## src/rtl/reg_snapshot.sv

```systemverilog
// Register-file snapshot engine: stalls the CPU while copying all N registers
// into a local buffer, then streams them out as (addr, data) beats.
module reg_snapshot #(
   parameter int ADDR_WIDTH = 2,
   parameter int DATA_WIDTH = 8
) (
   input  logic                  clk,
   input  logic                  reset,
   input  logic                  start,
   input  logic                  abort,
   output logic [ADDR_WIDTH-1:0] raddr,
   input  logic [DATA_WIDTH-1:0] rdata,
   output logic                  cpu_stall,
   output logic                  busy,
   output logic                  out_valid,
   input  logic                  out_ready,
   output logic [DATA_WIDTH-1:0] out_data,
   output logic [ADDR_WIDTH-1:0] out_addr,
   output logic                  out_last,
   output logic                  done
);

   localparam int                    N        = 2 ** ADDR_WIDTH;
   localparam logic [ADDR_WIDTH-1:0] LAST_IDX = ADDR_WIDTH'(N - 1);
   localparam logic [ADDR_WIDTH-1:0] IDX_ONE  = ADDR_WIDTH'(1);

   typedef enum logic [1:0] {
      IDLE    = 2'd0,
      CAPTURE = 2'd1,
      STREAM  = 2'd2
   } state_e;

   state_e                state_q, state_d;
   logic [ADDR_WIDTH-1:0] idx_q, idx_d;
   logic                  done_q, done_d;
   logic [DATA_WIDTH-1:0] snap_q [N];
   logic                  idx_at_last;
   logic                  handshake;

   assign idx_at_last = (idx_q == LAST_IDX);
   assign handshake   = out_valid && out_ready;

   // NOTE: sequential state uses <= so every flop samples pre-edge values.
   always_ff @(posedge clk) begin
      if (!reset) begin
         state_q <= IDLE;
         idx_q   <= '0;
         done_q  <= 1'b0;
      end else begin
         state_q <= state_d;
         idx_q   <= idx_d;
         done_q  <= done_d;
      end
   end

   // NOTE: the buffer is a plain storage array with no reset; every entry is
   // rewritten by a complete capture before it can ever be streamed.
   always_ff @(posedge clk) begin
      if (state_q == CAPTURE) begin
         snap_q[idx_q] <= rdata;
      end
   end

   // NOTE: defaults at the top of each always_comb keep it latch-free.
   always_comb begin
      state_d = state_q;
      idx_d   = idx_q;
      done_d  = 1'b0;
      unique case (state_q)
         IDLE: begin
            if (start && !abort) begin
               state_d = CAPTURE;
               idx_d   = '0;
            end
         end
         CAPTURE: begin
            if (abort) begin
               state_d = IDLE;
               idx_d   = '0;
            end else if (idx_at_last) begin
               state_d = STREAM;
               idx_d   = '0;
            end else begin
               idx_d = idx_q + IDX_ONE;
            end
         end
         STREAM: begin
            // Abort wins over a simultaneous final handshake: no done pulse.
            if (abort) begin
               state_d = IDLE;
               idx_d   = '0;
            end else if (handshake) begin
               if (idx_at_last) begin
                  state_d = IDLE;
                  idx_d   = '0;
                  done_d  = 1'b1;
               end else begin
                  idx_d = idx_q + IDX_ONE;
               end
            end
         end
         default: begin
            state_d = IDLE;
            idx_d   = '0;
         end
      endcase
   end

   always_comb begin
      raddr     = '0;
      cpu_stall = 1'b0;
      out_valid = 1'b0;
      out_data  = '0;
      out_addr  = '0;
      out_last  = 1'b0;
      case (state_q)
         CAPTURE: begin
            raddr     = idx_q;
            cpu_stall = 1'b1;
         end
         STREAM: begin
            out_valid = 1'b1;
            out_data  = snap_q[idx_q];
            out_addr  = idx_q;
            out_last  = idx_at_last;
         end
         default: begin
         end
      endcase
   end

   assign busy = (state_q != IDLE);
   assign done = done_q;

endmodule

```

## config.mk

```make
export PLATFORM = sky130hd
export DESIGN_NAME = reg_snapshot
export DESIGN_NICKNAME = d
export VERILOG_FILES = /design/src/rtl/reg_snapshot.sv
export SDC_FILE = /design/constraint.sdc
export NUM_CORES = 1
export LEC_CHECK = 0
export ABC_AREA = 1
export CORE_MARGIN = 10
export CORE_UTILIZATION = 50
export CTS_BUF_LIST = sky130_fd_sc_hd__clkbuf_8
export CTS_CLUSTER_SIZE = 24
export DETAILED_ROUTE_END_ITERATION = 7
export GPL_TIMING_DRIVEN = 0
export MAX_ROUTING_LAYER = met4
export PLACE_DENSITY_LB_ADDON = 0.2
export SLEW_MARGIN = 20
export SYNTH_ARGS = -nofsm -noshare
export SYNTH_HDL_FRONTEND = slang
export SYNTH_SLANG_ARGS = --single-unit
```

## constraint.sdc

```tcl
create_clock -name clk -period 3.8 [get_ports clk]
set_input_delay 0.76 -clock clk [delete_from_list [all_inputs] [get_ports clk]]
set_output_delay 0.76 -clock clk [all_outputs]
set_load 0.03 [all_outputs]
```

==> run metrics, run 1 <==
count of final hold-check violations 0; via/cell ratio 4.91; startpoint class of the critical path flip-flop; power per unit of standard cell area 658 nW/um^2; endpoint kind of the worst setup timing path output port; total grt overflow 0; Worst Tran Pin Value 0.382 ns; number of sinks handled by clock tree synthesis 39; initial core utilization 0.519; result of the run complete, no violations; # Max-Cap Violations 0; input/output buffers 29; full die area 6220 sq um; Static Leakage 0.864 nW; final-report setup violation count 0; min-delay worst type flip-flop to flip-flop; Mapped Cells 167; share of post-route cells with drive strength above 1 0.0985; worst-path fanout max 8; Required @ worst endpoint 3.04 ns; maximum clock skew at final layout 0.00231 ns; Placeable Area 3340 sq um; CP Class flip-flop to output port; Async S/R FF share, synth 0; Cell Rows 21; CTS resizes 0; quantity of hold-fixing buffers added after cts 0; # diodes 0; minimum clock period 2.95 ns; global-route total usage across every layer 0.125; average wire length per cell after detail routing 14.6 microns; cell taking the most area after synthesis edfxtp_1; clock transition at the registers of the reported paths 0.07 ns; Bufs on Longest Clock Path 2; most used standard cells in the synthesized netlist 40 x nor2_1, 32 x edfxtp_1, 21 x inv_1; initial antenna violation count 0; most used flip-flop cell after synthesis edfxtp_1; total number of nets in the final design 223; multi-input logic area 503 sq um; biggest area contributors in the synthesized netlist edfxtp_1 55%, nor2_1 8.7%, dfxtp_1 8.1%; Final Routed Wirelength 3.63 mm; number of enable-type register cells in the synthesized netlist 32; Net Switching 545 uW; final-report max-slew violation count 0; count of unique library cells instantiated by Yosys 20; total I/O pin count 30; area added between synthesis and finish 24.5%; pin count of the biggest net entering global routing 12; Die Wd 78.9 microns; sequential cell area fraction in the yosys report 0.635; CTS tree done; Filler Cells Inserted 287; proportion of power drawn by the clock network 0.179; Sequential cell area 1100 sq um; half-perimeter wire length after detailed placement 2.53 mm; cell internal pwr 875 uW; clock tree root buffer cell clkbuf_8; DRC violations left 0; post-synth net total 187; post-CTS setup-driven buffer insertion count 0; arrival time of the worst setup path 2.19 ns; H-Tree Depth 2; setup repair after global routing missed its margin no; gp weighted congestion 0.855; ratio of final minimum period to clock period 0.776; ANT nets after route 0; share of Yosys cell area claimed by the top area cell type 0.555; post-synthesis sequential element count 39; worst-skew pair later-pin latency 0.29 ns; worst-case vdd ir drop 0.000312 V; Mapped Area 1730 sq um; DRC violation total after the first TritonRoute iteration 94; overall die height 78.9 microns; aggregate negative setup slack 0 ns; relative slew slack 0.745; vias in the first global route 1306; Fmax achieved 339 MHz; sequential fraction of design power 0.397; final core area utilization 0.647; detailed-routing iteration count for the pre-antenna-repair pass 4; Synth Warn # 0; proportion of power drawn by combinational gates 0.424; number of buffers added by the clock tree synthesis step 5; post-synthesis area per instance 10.4 sq um; total via count in the routed design 1223; most common cell in the netlist nor2_1; first-pass GRT wire length 6.01 mm; Sw Ratio 0.384
## logic make-up (layout without fill, tap and decap cells)
logic type      Yosys count  in the layout  synth area share
flops                    39             39             0.635
compound gates           28             28            0.0830
simple gates             65             65             0.157
fa+ha+maj                 7              7            0.0505
buf+inv                  28             64            0.0744
## critical path, stage by stage (launching register included)
cell and delay [ns]:
dfxtp_1 0.33, inv_1 0.08, ha_1 0.34, inv_1 0.25, a21oi_1 0.20, clkdlybuf4s50_1 0.70
## flip-flops by register name, summed over array words and instances, names as in the netlist, named ones only
register	flops
snap_q	32
idx_q	2
state_q	2
done	1
## stage by stage
stage	worst slack (ns)	power (mW)	instance area, sq um	hold WS [ns]	instances
global route	0.743	1.52	2160	0.563	249
floorplan	1.48	0.978	1730	0.481	167
finish	0.852	1.42	2160	0.509	249
detailed placement	1.14	1.18	2080	0.501	242
CTS	0.822	1.44	2160	0.512	249
global placement	1.18	1.17	2080	0.496	242
## worst paths after layout
kind / start / cells past startpoint / slack, ns / end
setup / recovery: state_q[0] / 5 / 0.85 / out_data[5]
setup reg to reg: state_q[1] / 5 / 2.33 / snap_q[0][7]
hold / removal: state_q[0] / 2 / 0.51 / state_q[0]
hold reg to reg: state_q[0] / 2 / 0.51 / state_q[0]
## routing by layer
metal  track usage  vias up  share of wire
met2         0.208       31           0.48
met4        0.0484        0          0.014
li1              -      619              -
met1         0.140      569           0.45
met5             -        -              0
met3        0.0349        4          0.051
## cell usage in the layout, fill, tap and decap left out, drive strengths merged, types with 5 or more instances in the layout
cell           count
nor2              42
edfxtp            32
clkdlybuf4s50     29
inv               23
nand2             18
o21ai             18
a21oi             10
ha                 7
dfxtp              7
clkbuf             5
buf                5
## area by class of cell
type / instances / area share
buffer: 5 / 0.0197
tap: 46 / 0.0267
multi-input combinational: 100 / 0.233
sequential: 39 / 0.510
inverter: 23 / 0.0400
clock buffer: 5 / 0.0319
clock inverter: 2 / 0.00406
timing repair buffer: 29 / 0.134
## power groups by stage
stage | combinational, mW | clock (mW) | sequential (mW)
5_1_grt | 0.669 | 0.273 | 0.573
6_report | 0.602 | 0.254 | 0.564
3_3_place_gp | 0.595 | 0 | 0.571
3_5_place_dp | 0.607 | 0 | 0.574
2_1_floorplan | 0.412 | 0 | 0.566
4_1_cts | 0.611 | 0.260 | 0.565
No activity file was read; power rests on OpenSTA's default activity.
==> run 2, diff against run 1 <==
==> constraint.sdc (replaced) <==
create_clock -name clk -period 2.8 [get_ports clk]
set_input_delay 0.56 -clock clk [delete_from_list [all_inputs] [get_ports clk]]
set_output_delay 0.56 -clock clk [all_outputs]
set_load 0.03 [all_outputs]
==> run 2 against run 1 <==
Against the previous run: power up 35%; critical endpoint is now out_last; via count up 0.90%; largest cell class unchanged; highest routed layer unchanged; global-route usage unchanged; clock skew up 0.0017 ns; final cell count unchanged; final area up 0.93%; non-clock buffer count unchanged; core utilization up 0.60 points; wire length up 0.44%; die area unchanged; first-iteration DRC count down 8.5%.
==> run metrics, run 2 (synthesized netlist as in run 1, its figures left out) <==
result of the run complete, no violations (unchanged); startpoint class of the critical path flip-flop (unchanged); via/cell ratio 4.96 (was 4.91); share of post-route cells with drive strength above 1 0.0985 (unchanged); full die area 6220 sq um (unchanged); initial antenna violation count 0 (unchanged); cell area after placement 2080 sq um (unchanged); top library cells by usage in the layout, fill and taps aside 40 x nor2_1, 32 x edfxtp_1, 21 x inv_1, 21 x clkdlybuf4s50_1, 15 x nand2_1 (was 40 x nor2_1, 32 x edfxtp_1, 29 x clkdlybuf4s50_1); area added between synthesis and finish 25.7% (was 24.5%); biggest regs snap_q (32), idx_q (2), state_q (2) (unchanged); gp weighted congestion 0.855 (unchanged); Fmax achieved 408 MHz; worst-path fanout max 7 (was 8); CTS tree done (unchanged); total I/O pin count 30 (unchanged); Worst Tran Pin Value 0.389 ns (was 0.382 ns); Static Leakage 1.00 nW (was 0.864 nW); first-pass GRT wire length 6.01 mm (unchanged); min-delay worst type flip-flop to flip-flop (unchanged); number of flip-flops in the largest register 32 (unchanged); Placeable Area 3340 sq um (unchanged); endpoint kind of the worst setup timing path output port (unchanged); arrival time of the worst setup path 1.89 ns (was 2.19 ns); pin count of the biggest net entering global routing 12 (unchanged); relative slew slack 0.740 (was 0.745); ratio of final minimum period to clock period 0.874; Sw Ratio 0.384 (about the same); most common cell after layout, fill and taps aside nor2_1 (unchanged); clock transition at the registers of the reported paths 0.07 ns (about the same); total number of nets in the final design 223 (unchanged); maximum clock skew at final layout 0.00399 ns (was 0.00231 ns); Bufs on Longest Clock Path 2 (unchanged); final-report max-slew violation count 0 (unchanged); # Max-Cap Violations 0 (unchanged); proportion of power drawn by the clock network 0.179 (about the same); worst-skew pair later-pin latency 0.28 ns (was 0.29 ns); post-CTS setup-driven buffer insertion count 0 (unchanged); power per unit of standard cell area 882 nW/um^2 (was 658 nW/um^2); final-report setup violation count 0 (unchanged); setup repair after global routing missed its margin no (unchanged); count of final hold-check violations 0 (unchanged); number of sinks handled by clock tree synthesis 39 (unchanged); finished layout cell area 2180 sq um (was 2160 sq um); Die Wd 78.9 microns (unchanged); overall die height 78.9 microns (unchanged); cell internal pwr 1.18 mW (was 875 uW); sequential fraction of design power 0.399 (was 0.397); CP Class flip-flop to output port (unchanged); detailed-routing iteration count for the pre-antenna-repair pass 4 (unchanged); Filler Cells Inserted 283 (was 287); Final Routed Wirelength 3.64 mm (was 3.63 mm); proportion of power drawn by combinational gates 0.422 (was 0.424); total via count in the routed design 1234 (was 1223); input/output buffers 29 (unchanged); DRC violation total after the first TritonRoute iteration 86 (was 94); Cell Rows 21 (unchanged); Largest Register snap_q (unchanged); ANT nets after route 0 (unchanged); number of buffers added by the clock tree synthesis step 5 (unchanged); half-perimeter wire length after detailed placement 2.53 mm (unchanged); DRC violations left 0 (unchanged); multi-input logic area 503 sq um (unchanged); vias in the first global route 1306 (unchanged); # diodes 0 (unchanged); clock tree root buffer cell clkbuf_8 (unchanged); H-Tree Depth 2 (unchanged); Net Switching 738 uW (was 545 uW); aggregate negative setup slack 0 ns (unchanged); Sequential cell area 1100 sq um (unchanged); total grt overflow 0 (unchanged); minimum clock period 2.45 ns; average wire length per cell after detail routing 14.6 microns (about the same); Required @ worst endpoint 2.24 ns (was 3.04 ns); worst-case vdd ir drop 0.000424 V (was 0.000312 V); global-route total usage across every layer 0.125 (unchanged); initial core utilization 0.519 (unchanged)
run 2: cell count changes in the layout (fill, tap and decap cells not counted):
cell / change
dlymetal6s2s_1: +8
clkdlybuf4s50_1: -8
run 2: worst max-delay path: stages, from the launching register on:
cell	delay, ns
dfxtp_1	0.33
inv_1	0.08
ha_1	0.34
nand2_1	0.11
inv_1	0.07
clkdlybuf4s50_1	0.67
run 2: area by class of cell:
class                   count  area share
plain buffers               5      0.0195
clock buffers               5      0.0316
clock inverters             2     0.00402
inverters                  23      0.0396
multi-input cells         100       0.231
flip-flops and latches     39       0.505
well taps                  46      0.0264
repair buffers             29       0.142
run 2: through the flow:
| step | utilization | hold slack, ns | setup WS, ns | instances | power [mW] |
|---|---|---|---|---|---|
| after floorplan | - | 0.481 | 0.684 | 167 | 1.33 |
| after global placement | 0.624 | 0.496 | 0.376 | 242 | 1.58 |
| after detailed placement | 0.624 | 0.501 | 0.344 | 242 | 1.60 |
| after CTS | 0.647 | 0.512 | 0.0223 | 249 | 1.95 |
| after global routing | 0.653 | 0.563 | 0.213 | 249 | 2.05 |
| final | 0.653 | 0.509 | 0.352 | 249 | 1.92 |
run 2: power groups by stage:
stage | Sequential [mW] | Clock [mW] | Combinational, mW
final | 0.766 | 0.344 | 0.811
after global placement | 0.775 | 0 | 0.807
after global routing | 0.778 | 0.371 | 0.901
after detailed placement | 0.779 | 0 | 0.824
after floorplan | 0.769 | 0 | 0.559
after CTS | 0.766 | 0.353 | 0.829
run 2: path summary, 6_finish.rpt:
| check | end | slack, ns | cells past startpoint | from |
|---|---|---|---|---|
| setup / recovery | out_last | 0.35 | 5 | state_q[0] |
| hold / removal | state_q[0] | 0.51 | 2 | state_q[0] |
| setup reg to reg | snap_q[0][7] | 1.32 | 5 | state_q[1] |
| hold reg to reg | state_q[0] | 0.51 | 2 | state_q[0] |
run 2: routing by layer:
layer / global-route usage / part of all wire / up-vias / wire length (microns)
li1: - / - / 618 / -
met1: 0.140 / 0.45 / 583 / 1650
met2: 0.208 / 0.49 / 26 / 1790
met3: 0.0349 / 0.041 / 7 / 149
met4: 0.0484 / 0.015 / 0 / 53
met5: - / 0 / - / 0
run 2: what timing repair did:
item                       in CTS  in global routing
hold buffers                    0                  0
setup endpoints to repair       0                  8
resized for setup               0                  8
==> run 3, diff against run 2 <==
--- a/config.mk
+++ b/config.mk
@@ -6,13 +6,11 @@
 export NUM_CORES = 1
 export LEC_CHECK = 0
 export ABC_AREA = 1
-export CORE_MARGIN = 10
 export CORE_UTILIZATION = 50
 export CTS_BUF_LIST = sky130_fd_sc_hd__clkbuf_8
 export CTS_CLUSTER_SIZE = 24
 export DETAILED_ROUTE_END_ITERATION = 7
 export GPL_TIMING_DRIVEN = 0
-export MAX_ROUTING_LAYER = met4
 export PLACE_DENSITY_LB_ADDON = 0.2
 export SLEW_MARGIN = 20
 export SYNTH_ARGS = -nofsm -noshare
==> run 3 against run 2 <==
Against the previous run: first-iteration DRC count is 19% lower; die area decreased by 40%; combinational power grew 0.7%; power is 6.5% higher; setup slack got worse by 0.18 ns; sequential cell count unchanged; clock skew grew 0.0025 ns; sequential power about the same; via count down 0.57%.
==> run metrics, run 3 (synthesized netlist as in run 1, its figures left out) <==
number of buffers added by the clock tree synthesis step 5 (unchanged); full die area 3710 sq um (was 6220 sq um); half-perimeter wire length after detailed placement 2.29 mm (was 2.53 mm); global-route total usage across every layer 0.203 (was 0.125); total number of nets in the final design 223 (unchanged); endpoint kind of the worst setup timing path output port (unchanged); setup repair after global routing missed its margin no (unchanged); clock transition at the registers of the reported paths 0.07 ns (about the same); post-route insts no fill 250 (was 249); CTS tree done (unchanged); via/cell ratio 4.91 (was 4.96); relative slew slack 0.744 (was 0.740); most common cell after layout, fill and taps aside nor2_1 (unchanged); clock tree root buffer cell clkbuf_8 (unchanged); ANT nets after route 0 (unchanged); Post-Route Hold Slack 0.513 ns (was 0.509 ns); total via count in the routed design 1227 (was 1234); DRC violation total after the first TritonRoute iteration 70 (was 86); share of post-route cells with drive strength above 1 0.113 (was 0.0985); multi-input logic area 505 sq um (was 503 sq um); Cell Rows 21 (unchanged); # diodes 0 (unchanged); maximum clock skew at final layout 0.00648 ns (was 0.00399 ns); Filler Cells Inserted 265 (was 283); area added between synthesis and finish 26.6% (was 25.7%); count of cells along the worst hold path 2 (unchanged); worst setup timing slack at the placement stage 0.321 ns (was 0.344 ns); Fmax achieved 381 MHz (was 408 MHz); number of cells on the worst reg-to-reg path 5 (unchanged); H-Tree Depth 2 (unchanged); origin of the critical flop-to-flop path state_q[1] (unchanged); Static Leakage 0.888 nW (was 1.00 nW); gp weighted congestion 0.799 (was 0.855); first-pass GRT wire length 5.06 mm (was 6.01 mm); min-delay worst type flip-flop to flip-flop (unchanged); DRC violations left 0 (unchanged); Hold Path Origin state_q[1] (was state_q[0]); Setup WS post-layout 0.175 ns (was 0.352 ns); top library cells by usage in the layout, fill and taps aside 40 x nor2_1, 32 x edfxtp_1, 27 x clkdlybuf4s50_1 (was 40 x nor2_1, 32 x edfxtp_1, 21 x inv_1, 21 x clkdlybuf4s50_1, 15 x nand2_1); power per unit of standard cell area 932 nW/um^2 (was 882 nW/um^2); startpoint class of the critical path flip-flop (unchanged); aggregate negative setup slack 0 ns (unchanged); final-report max-slew violation count 0 (unchanged); setup slack of the most critical reg-to-reg path 1.32 ns (about the same); detailed-routing iteration count for the pre-antenna-repair pass 4 (unchanged); biggest regs snap_q (32), idx_q (2), state_q (2) (unchanged); Largest Register snap_q (unchanged); number of flip-flops in the largest register 32 (unchanged); Worst Hold Endpoint state_q[1] (was state_q[0]); number of sinks handled by clock tree synthesis 39 (unchanged); Total Power Consumption 2.04 mW (was 1.92 mW); initial core utilization 0.519 (unchanged); pin count of the biggest net entering global routing 14 (was 12); overall die height 60.9 microns (was 78.9 microns); Final Routed Wirelength 3.44 mm (was 3.64 mm); worst-skew pair later-pin latency 0.29 ns (was 0.28 ns); Sequential cell area 1100 sq um (unchanged); worst-path fanout max 8 (was 7); finished layout cell area 2190 sq um (was 2180 sq um); # Max-Cap Violations 0 (unchanged); cell count after placement 242 (unchanged); quantity of hold-fixing buffers added after cts 0 (unchanged); total grt overflow 0 (unchanged); Worst Tran Pin Value 0.383 ns (was 0.389 ns); final core area utilization 0.657 (was 0.653); CP Class flip-flop to output port (unchanged); vias in the first global route 1129 (was 1306); total I/O pin count 30 (unchanged); result of the run complete, no violations (unchanged); final-report setup violation count 0 (unchanged); Placeable Area 3340 sq um (unchanged); minimum clock period 2.63 ns (was 2.45 ns); Required @ worst endpoint 2.24 ns (about the same); Die Wd 60.9 microns (was 78.9 microns); initial antenna violation count 0 (unchanged); count of final hold-check violations 0 (unchanged); RR Endpoint snap_q[2][5] (was snap_q[0][7]); Bufs on Longest Clock Path 2 (unchanged); average wire length per cell after detail routing 13.7 microns (was 14.6 microns); cell area after placement 2080 sq um (unchanged); arrival time of the worst setup path 2.07 ns (was 1.89 ns); worst-case vdd ir drop 0.000585 V (was 0.000424 V); input/output buffers 29 (unchanged); ratio of final minimum period to clock period 0.938 (was 0.874)
[run 3: cell count changes in the layout (fill, tap and decap cells not counted), sizes merged]
cell,previous run,this run
clkdlybuf4s50,21,27
dlymetal6s2s,8,0
dlygate4sd2,0,2
bufinv,0,1
[run 3: layout make-up]
class                           instances  share of cell area
Buffer                                  5              0.0194
Clock buffer                            5              0.0314
Clock inverter                          3              0.0200
Inverter                               23              0.0394
Multi-Input combinational cell        100               0.230
Sequential cell                        39               0.502
Tap cell                               46              0.0262
Timing Repair Buffer                   29               0.131
[run 3: where the power goes]
part	switching (mW)	total [mW]	leakage [nW]	internal, mW
logic	0.523	0.817	0.482	0.294
clock network	0.196	0.461	0.0581	0.265
registers	0.0420	0.767	0.347	0.725
total	0.761	2.04	0.888	1.28
[run 3: what timing repair did]
action / 4_1_cts / 5_1_grt
setup endpoints to repair: 2 / 6
gates resized for setup: 2 / 1
setup buffers: 0 / 0
[run 3: worst max-delay path by stage]
stage	start	to	slack [ns]	cells past startpoint
final	state_q[0]	out_data[7]	0.17	5
after global routing	state_q[0]	out_data[3]	0.01	5
after CTS	state_q[0]	out_data[5]	0.01	5
after detailed placement	state_q[0]	out_data[1]	0.32	5
after global placement	state_q[0]	out_data[1]	0.38	5
after floorplan	state_q[0]	out_data[0]	0.68	4
[run 3: metal layers]
| metal | wire length [microns] | part of all wire | vias to the layer above | global-route usage |
|---|---|---|---|---|
| met5 | 0 | 0 | - | 0 |
| met2 | 1670 | 0.49 | 46 | 0.327 |
| met4 | 63 | 0.018 | 0 | 0.120 |
| met3 | 241 | 0.070 | 4 | 0.0640 |
| li1 | - | - | 621 | - |
| met1 | 1460 | 0.42 | 556 | 0.241 |
[run 3: critical path, cell delays in order (launching register included)]
cell             delay (ns)
dfxtp_1                0.33
inv_1                  0.09
ha_2                   0.28
inv_1                  0.20
a21oi_1                0.18
clkdlybuf4s50_1        0.69
